--- src/rtl/sorter_arbiter.sv ---
// Two-requester front end for a shared batch sorter: grants one requester at a
// time, streams DEPTH elements into the sorter, then returns DEPTH sorted ones.
module sorter_arbiter #(
  parameter int WIDTH      = 8,
  parameter int DEPTH      = 10,
  parameter int DEPTH_LOG2 = 4
) (
  input  logic             clk_i,
  input  logic             reset_i,
  input  logic [WIDTH-1:0] r0_data_i,
  input  logic             r0_valid_i,
  output logic             r0_ready_o,
  input  logic [WIDTH-1:0] r1_data_i,
  input  logic             r1_valid_i,
  output logic             r1_ready_o,
  output logic [WIDTH-1:0] r0_data_o,
  output logic             r0_valid_o,
  input  logic             r0_ready_i,
  output logic [WIDTH-1:0] r1_data_o,
  output logic             r1_valid_o,
  input  logic             r1_ready_i,
  output logic [WIDTH-1:0] srt_data_o,
  output logic             srt_valid_o,
  input  logic             srt_ready_i,
  input  logic [WIDTH-1:0] srt_data_i,
  input  logic             srt_valid_i,
  output logic             srt_ready_o,
  output logic             owner_o,
  output logic             busy_o,
  output logic             err_o
);

  localparam int CW = DEPTH_LOG2 + 1;
  localparam logic [CW-1:0] CNT_LAST = CW'(DEPTH - 1);

  typedef enum logic [1:0] {
    ST_IDLE  = 2'd0,
    ST_LOAD  = 2'd1,
    ST_DRAIN = 2'd2
  } state_e;

  state_e        state_r, state_s;
  logic          owner_r, owner_s;
  logic          last_grant_r, last_grant_s;
  logic [CW-1:0] load_cnt_r, load_cnt_s;
  logic [CW-1:0] drain_cnt_r, drain_cnt_s;
  logic          err_r, err_s;
  logic          own_valid_s, own_ready_s;
  logic          load_xfer_s, drain_xfer_s;

  assign own_valid_s  = owner_r ? r1_valid_i : r0_valid_i;
  assign own_ready_s  = owner_r ? r1_ready_i : r0_ready_i;
  assign load_xfer_s  = (state_r == ST_LOAD) && own_valid_s && srt_ready_i;
  assign drain_xfer_s = (state_r == ST_DRAIN) && srt_valid_i && own_ready_s;

  // Handshake routing between the owner and the sorter; everything else idles at zero.
  always_comb begin
    r0_ready_o  = 1'b0;
    r1_ready_o  = 1'b0;
    r0_valid_o  = 1'b0;
    r1_valid_o  = 1'b0;
    r0_data_o   = '0;
    r1_data_o   = '0;
    srt_valid_o = 1'b0;
    srt_data_o  = '0;
    srt_ready_o = 1'b0;
    case (state_r)
      ST_LOAD: begin
        srt_valid_o = own_valid_s;
        srt_data_o  = owner_r ? r1_data_i : r0_data_i;
        if (owner_r) begin
          r1_ready_o = srt_ready_i;
        end else begin
          r0_ready_o = srt_ready_i;
        end
      end
      ST_DRAIN: begin
        srt_ready_o = own_ready_s;
        if (owner_r) begin
          r1_valid_o = srt_valid_i;
          r1_data_o  = srt_data_i;
        end else begin
          r0_valid_o = srt_valid_i;
          r0_data_o  = srt_data_i;
        end
      end
      default: begin
        srt_ready_o = 1'b0;
      end
    endcase
  end

  // Grant selection, batch counting and the sticky protocol-error flag.
  always_comb begin
    state_s      = state_r;
    owner_s      = owner_r;
    last_grant_s = last_grant_r;
    load_cnt_s   = load_cnt_r;
    drain_cnt_s  = drain_cnt_r;
    err_s        = err_r | (srt_valid_i && (state_r != ST_DRAIN));
    case (state_r)
      ST_IDLE: begin
        if (r0_valid_i && r1_valid_i) begin
          owner_s = ~last_grant_r;
          state_s = ST_LOAD;
        end else if (r0_valid_i) begin
          owner_s = 1'b0;
          state_s = ST_LOAD;
        end else if (r1_valid_i) begin
          owner_s = 1'b1;
          state_s = ST_LOAD;
        end else begin
          state_s = ST_IDLE;
        end
      end
      ST_LOAD: begin
        if (load_xfer_s) begin
          if (load_cnt_r == CNT_LAST) begin
            load_cnt_s = '0;
            state_s    = ST_DRAIN;
          end else begin
            load_cnt_s = load_cnt_r + CW'(1);
          end
        end else begin
          load_cnt_s = load_cnt_r;
        end
      end
      ST_DRAIN: begin
        if (drain_xfer_s) begin
          if (drain_cnt_r == CNT_LAST) begin
            drain_cnt_s  = '0;
            last_grant_s = owner_r;
            state_s      = ST_IDLE;
          end else begin
            drain_cnt_s = drain_cnt_r + CW'(1);
          end
        end else begin
          drain_cnt_s = drain_cnt_r;
        end
      end
      default: begin
        state_s = ST_IDLE;
      end
    endcase
  end

  // Control registers; last_grant resets to 1 so requester 0 wins the first tie.
  always_ff @(posedge clk_i or posedge reset_i) begin
    if (reset_i) begin
      state_r      <= ST_IDLE;
      owner_r      <= 1'b0;
      last_grant_r <= 1'b1;
      load_cnt_r   <= '0;
      drain_cnt_r  <= '0;
      err_r        <= 1'b0;
    end else begin
      state_r      <= state_s;
      owner_r      <= owner_s;
      last_grant_r <= last_grant_s;
      load_cnt_r   <= load_cnt_s;
      drain_cnt_r  <= drain_cnt_s;
      err_r        <= err_s;
    end
  end

  assign owner_o = owner_r;
  assign busy_o  = (state_r != ST_IDLE);
  assign err_o   = err_r;

endmodule

--- config.mk ---
export PLATFORM = sky130hd
export DESIGN_NAME = sorter_arbiter
export DESIGN_NICKNAME = d
export VERILOG_FILES = /design/src/rtl/sorter_arbiter.sv
export SDC_FILE = /design/constraint.sdc
export NUM_CORES = 1
export LEC_CHECK = 0
export ABC_AREA = 1
export ABC_CLOCK_PERIOD_IN_PS = 1290
export BUFFER_PORTS_ARGS = -buffer_cell sky130_fd_sc_hd__buf_4
export CORE_ASPECT_RATIO = 0.9
export CORE_UTILIZATION = 40
export DETAILED_ROUTE_END_ITERATION = 8
export PLACE_DENSITY_LB_ADDON = 0.15
export SLEW_MARGIN = 0
export SYNTH_ARGS = -nofsm -noshare
export SYNTH_HDL_FRONTEND = slang
export SYNTH_SLANG_ARGS = --single-unit
--- constraint.sdc ---
create_clock -name clk_i -period 1.29 [get_ports clk_i]
set_clock_uncertainty 0.15 [all_clocks]
set_input_delay 0.258 -clock clk_i [delete_from_list [all_inputs] [get_ports clk_i]]
set_output_delay 0.258 -clock clk_i [all_outputs]
set_load 0.03 [all_outputs]
== Word level (Yosys, flattened, before mapping) ==
Cells that the tools add are included.
Operators by class
  $add $sub $neg: 2
  multiplexer cells: 31
  equal/unequal tests: 9
  reduce and logical (&&, ||, !) cells: 14
  bitwise logic cells: 2
Operator list (number)
  2-to-1 mux 8 bit: 6
  2-to-1 mux 1 bit: 18
  adder 5 x 1 -> 5 bit (second input constant): 2
  == test 5 x 4 -> 1 bit (second input constant): 2
  2-to-1 mux 5 bit: 2
  2-to-1 mux 2 bit: 4
  logical AND 1 bit: 6
  != test 2 bit (second input constant): 3
  case mux 2 bit (3 select lines): 1
  AND reduction 2 bit: 3
  != test 2 x 1 -> 1 bit (second input constant): 2
  AND reduction 4 bit: 1
  AND reduction 3 bit: 1
  nonzero test 3 bit: 1
  == test 2 x 1 -> 1 bit (second input constant): 1
  == test 2 bit (second input constant): 1
  zero test 2 bit: 1
  nonzero test 2 bit: 1
  NOT 1 bit: 1
  OR 1 bit: 1
Word-level totals
  flip-flop bits (word level): 15
  output and inout port bits: 33
  logic and storage cells: 64
  bits of input ports: 32

== Longest topological paths before layout ==
  depth after elaboration: 5
  mapped depth: 7
  gate-level depth less buffers: 7

== Worst setup path before layout ==
Ideal clock, no wire load.
  path kind: reg2out
  start point: reg owner_r (netlist: owner_o)
  end point: out r0_ready_o
  data required time: 0.882 ns
  buffers on the path: 2
  cell stages (with the launch flop): 4
  arrival time: 1.582 ns
  setup slack: -0.700 ns
  path through: dfrtp_1 -> buf_2 -> clkbuf_1 -> nor3_1
On the way
  longest elaborated chain between the ends: 2
RTL lines
  start, declared: line 43  | logic owner_r, owner_s;
  start signal, assigned: line 158  | owner_r <= owner_s;
  2-to-1 mux 1 bit: line 71  | if (owner_r) begin
  2-to-1 mux 1 bit: line 67  | case (state_r)
  end, declared: line 12  | output logic r0_ready_o,
Every way passes these cells.

== Worst setup path in the final report ==
  start point: reg owner_r (netlist: owner_o)
  end point: out srt_data_o[2]
On the way
  longest elaborated chain between the ends: 2
RTL lines
  2-to-1 mux 8 bit: line 70  | srt_data_o = owner_r ? r1_data_i : r0_data_i;
  2-to-1 mux 8 bit: line 67
  end, declared: line 22  | output logic [WIDTH-1:0] srt_data_o,
Every way passes these cells.

==> impl_metrics.csv <==
group,metric,value,unit
setup_path,critPathLaunchType,"flip-flop",
run,drv_cap,0,
global_routing,grt_remaining_overflow,0,
setup_path,rr_endpoint,"drain_cnt_r[1]",
logic_synthesis,synth_top_family_by_area,"simple AND/OR/NAND/NOR gates",
logic_synthesis,syn_inst,179,
clock_tree,clk_latency,0.31,ns
logic_synthesis,ys_types,26,
layout,layout_common_cells,"50 x buf_4, 41 x buf_6, 40 x nand2_1",
placement,gp_congestion,0.7964,
logic_synthesis,syn_area_per_cell,6.794,µm²
route,wl_per_cell,19.53,µm
clock_tree,clock-sinks,15,
global_routing,grt_pass1_vias,1444,
clock_tree,cts_tree,"yes",
outcome,violations,"setup timing",
setup_path,slowest_delay,0.52,ns
die,fp.dieW,60.12,µm
sta,setup_slack,-0.5977,ns
setup_path,cp.required,0.88,ns
layout,num_antenna_cells,0,
global_routing,antenna_found_initial,0,
logic_synthesis,ys_seq_area_share,30.97,%
setup_path,r2r_start,"state_r[1]",
logic_synthesis,ys_ff_latch,15,
global_routing,grt_max_degree,13,
die,ioPinCount,65,
die,rows,18,
setup_path,worstSetupEndpointType,"output pin",
clock_tree,root_buffer,"clkbuf_4",
setup_path,crit_path_max_fanout,7,
hold_path,hold_start,"r1_valid_i",
route,vias,1780,
die,start_util,43.20,%
die,coreArea,2815,µm²
logic_synthesis,yosys.area_share.adder,4.115,%
layout,layout_commonest_cell,"buf_4",
power_and_ir_drop,leakagePower,1.292,nW
die,die-height,54.31,µm
logic_synthesis,netlist.area_leader.share,28.81,%
sta,post-route-min-period,1.888,ns
logic_synthesis,synth_area,1216,µm²
setup_path,worst-setup-path-type,"flip-flop to output pin",
global_routing,grt_use_total,26.63,%
layout,nets,314,
outcome,status,"complete, but fails checks",
clock_tree,clk_pin_slew,0.12,ns
die,die_area,3265,µm²
sta,slew_headroom,77.79,%
sta,setup_violations,48,
sta,hold_violations,0,
global_routing,grt_pass1_wl,6313,µm
setup_path,critPathLaunch,"owner_o",
logic_synthesis,synthMuxAreaShare,0,%
setup_path,rrSetupSlack,-0.55,ns
hold_path,whs_path_depth,3,
sta,worst_slew_pin_slew,0.3328,ns
power_and_ir_drop,peakVddDrop,1425,µV
sta,slew_violations,0,
placement,io_buffers,64,
logic_synthesis,yosysTopAreaCell,"dfrtp_1",
layout,area_growth,114.1,%
clock_tree,cts_made_buffers,3,
logic_synthesis,synth_compound_area_share,10.39,%
sta,grt_setup_unrepaired,"yes",
clock_tree,cts_max_path_buffers,2,
setup_path,cpMaxStageDelayCell,"dfrtp_2",
placement,hpwl,2792,µm
hold_path,min_path_type,"primary input to flip-flop",
logic_synthesis,yosysWarnings,0,
setup_path,worstPathCellList,"buf_6 -> buf_6 -> nand2_2 -> a21oi_4 -> buf_6",
logic_synthesis,yosys.area_share.simple,41.56,%
route,drc,0,
route,ant_nets,0,
logic_synthesis,synth_xor_area_share,2.160,%
power_and_ir_drop,p_per_area,1441,nW/µm²
setup_path,cp_common_cell,"buf_6",
clock_tree,h-tree-depth,1,
sta,fmax,529.7,MHz
placement,postPlaceCellArea,2153,µm²
route,drt_pass1_iterations,4,
sta,post-route-period-util,146.3,%
route,drt_iter0_drc,154,
hold_path,min_to,"owner_o",
logic_synthesis,synth_area_leaders,"dfrtp_1 29%, nand2_1 17%, nor2_1 7.7%",
layout,fin_area,2604,µm²
layout,drive_gt1_share,60.65,%
logic_synthesis,syn_nets,215,
layout,post-route-util,92.49,%
route,routed_wl,6191,µm
route,vias_per_cell,5.615,
setup_path,r2r_cells,11,
setup_path,cp.arrival,1.48,ns
routing by layer:
layer	up-vias	global-route usage, %	routed length [µm]
met3	43	6.147	493
met1	863	27.89	2170
met2	120	52.01	3191
li1	754	-	-
met4	0	8.915	335
met5	-	0	0
critical path: cells and delay by family (launching register included):
kind / cells / cell delay [ns]
simple gates: 1 / 0.07
flops: 1 / 0.52
compound gates: 1 / 0.15
buf+inv: 3 / 0.43
how the worst max path moves through the flow:
stage / end / slack [ns] / cells after the start
CTS: r0_valid_o / -0.52 / 5
detailed placement: r1_data_o[3] / -0.21 / 6
global placement: r0_data_o[0] / -0.18 / 5
global route: r0_data_o[1] / -0.66 / 6
finish: srt_data_o[2] / -0.60 / 5
floorplan: srt_data_o[1] / -0.27 / 5
cell families (layout without fill, tap and decap cells):
logic type	Yosys count	after routing
buf+inv	32	129
simple gates	107	108
flops	15	15
xor+xnor	3	3
compound gates	18	18
fa+ha+maj	4	4
through the flow:
step                instances  power, mW  hold slack (ns)  setup slack, ns  setup TNS [ns]
CTS                       309      3.401           0.1156          -0.5243          -16.82
global placement          299      2.833          0.06765          -0.1756          -6.039
detailed placement        299      2.866          0.06985          -0.2097          -7.230
finish                    317      3.753           0.1249          -0.5977          -21.84
floorplan                 179      2.187         0.008629          -0.2666          -7.830
global route              317      3.939           0.1033          -0.6607          -24.80
synth_stat cells (all sizes together):
cell type   n
or2         1
nand2      58
xor2        3
nor2       28
nor3        2
inv        27
clkbuf      1
ha          4
nand3b      2
o21bai      1
buf         4
o21ai       8
nand4       5
dfrtp      14
dfstp       1
nand3      11
a21oi       9
sequential cells by signal (all words and copies together), names as in the netlist:
signal	flops
last_grant_r	1
drain_cnt_r	5
state_r	2
owner_o	1
load_cnt_r	5
err_o	1
power breakdown:
part | internal, mW | switching (mW) | total [mW]
logic | 1.17 | 1.53 | 2.70
clock network | 0.116 | 0.182 | 0.297
registers | 0.569 | 0.190 | 0.759
total | 1.86 | 1.90 | 3.75
cell type report:
type	count	area, µm²
clock inverters	1	5.005
flip-flops and latches	15	380.4
inverters	27	108.9
well taps	40	50.05
repair buffers	98	972.2
fillers	93	211.5
clock buffers	3	22.52
multi-input cells	133	1065
repair_timing:
| item | in CTS | in global routing |
|---|---|---|
| gates resized for setup | 44 | 29 |
| endpoints found under the hold margin | 5 | 0 |
| cloned | 0 | 2 |
| buffers inserted | 5 | 7 |
| pin swaps | 6 | 10 |
| hold buffers | 1 | 0 |
| setup endpoints to repair | 45 | 47 |
Power figures use the tool's default switching activity.
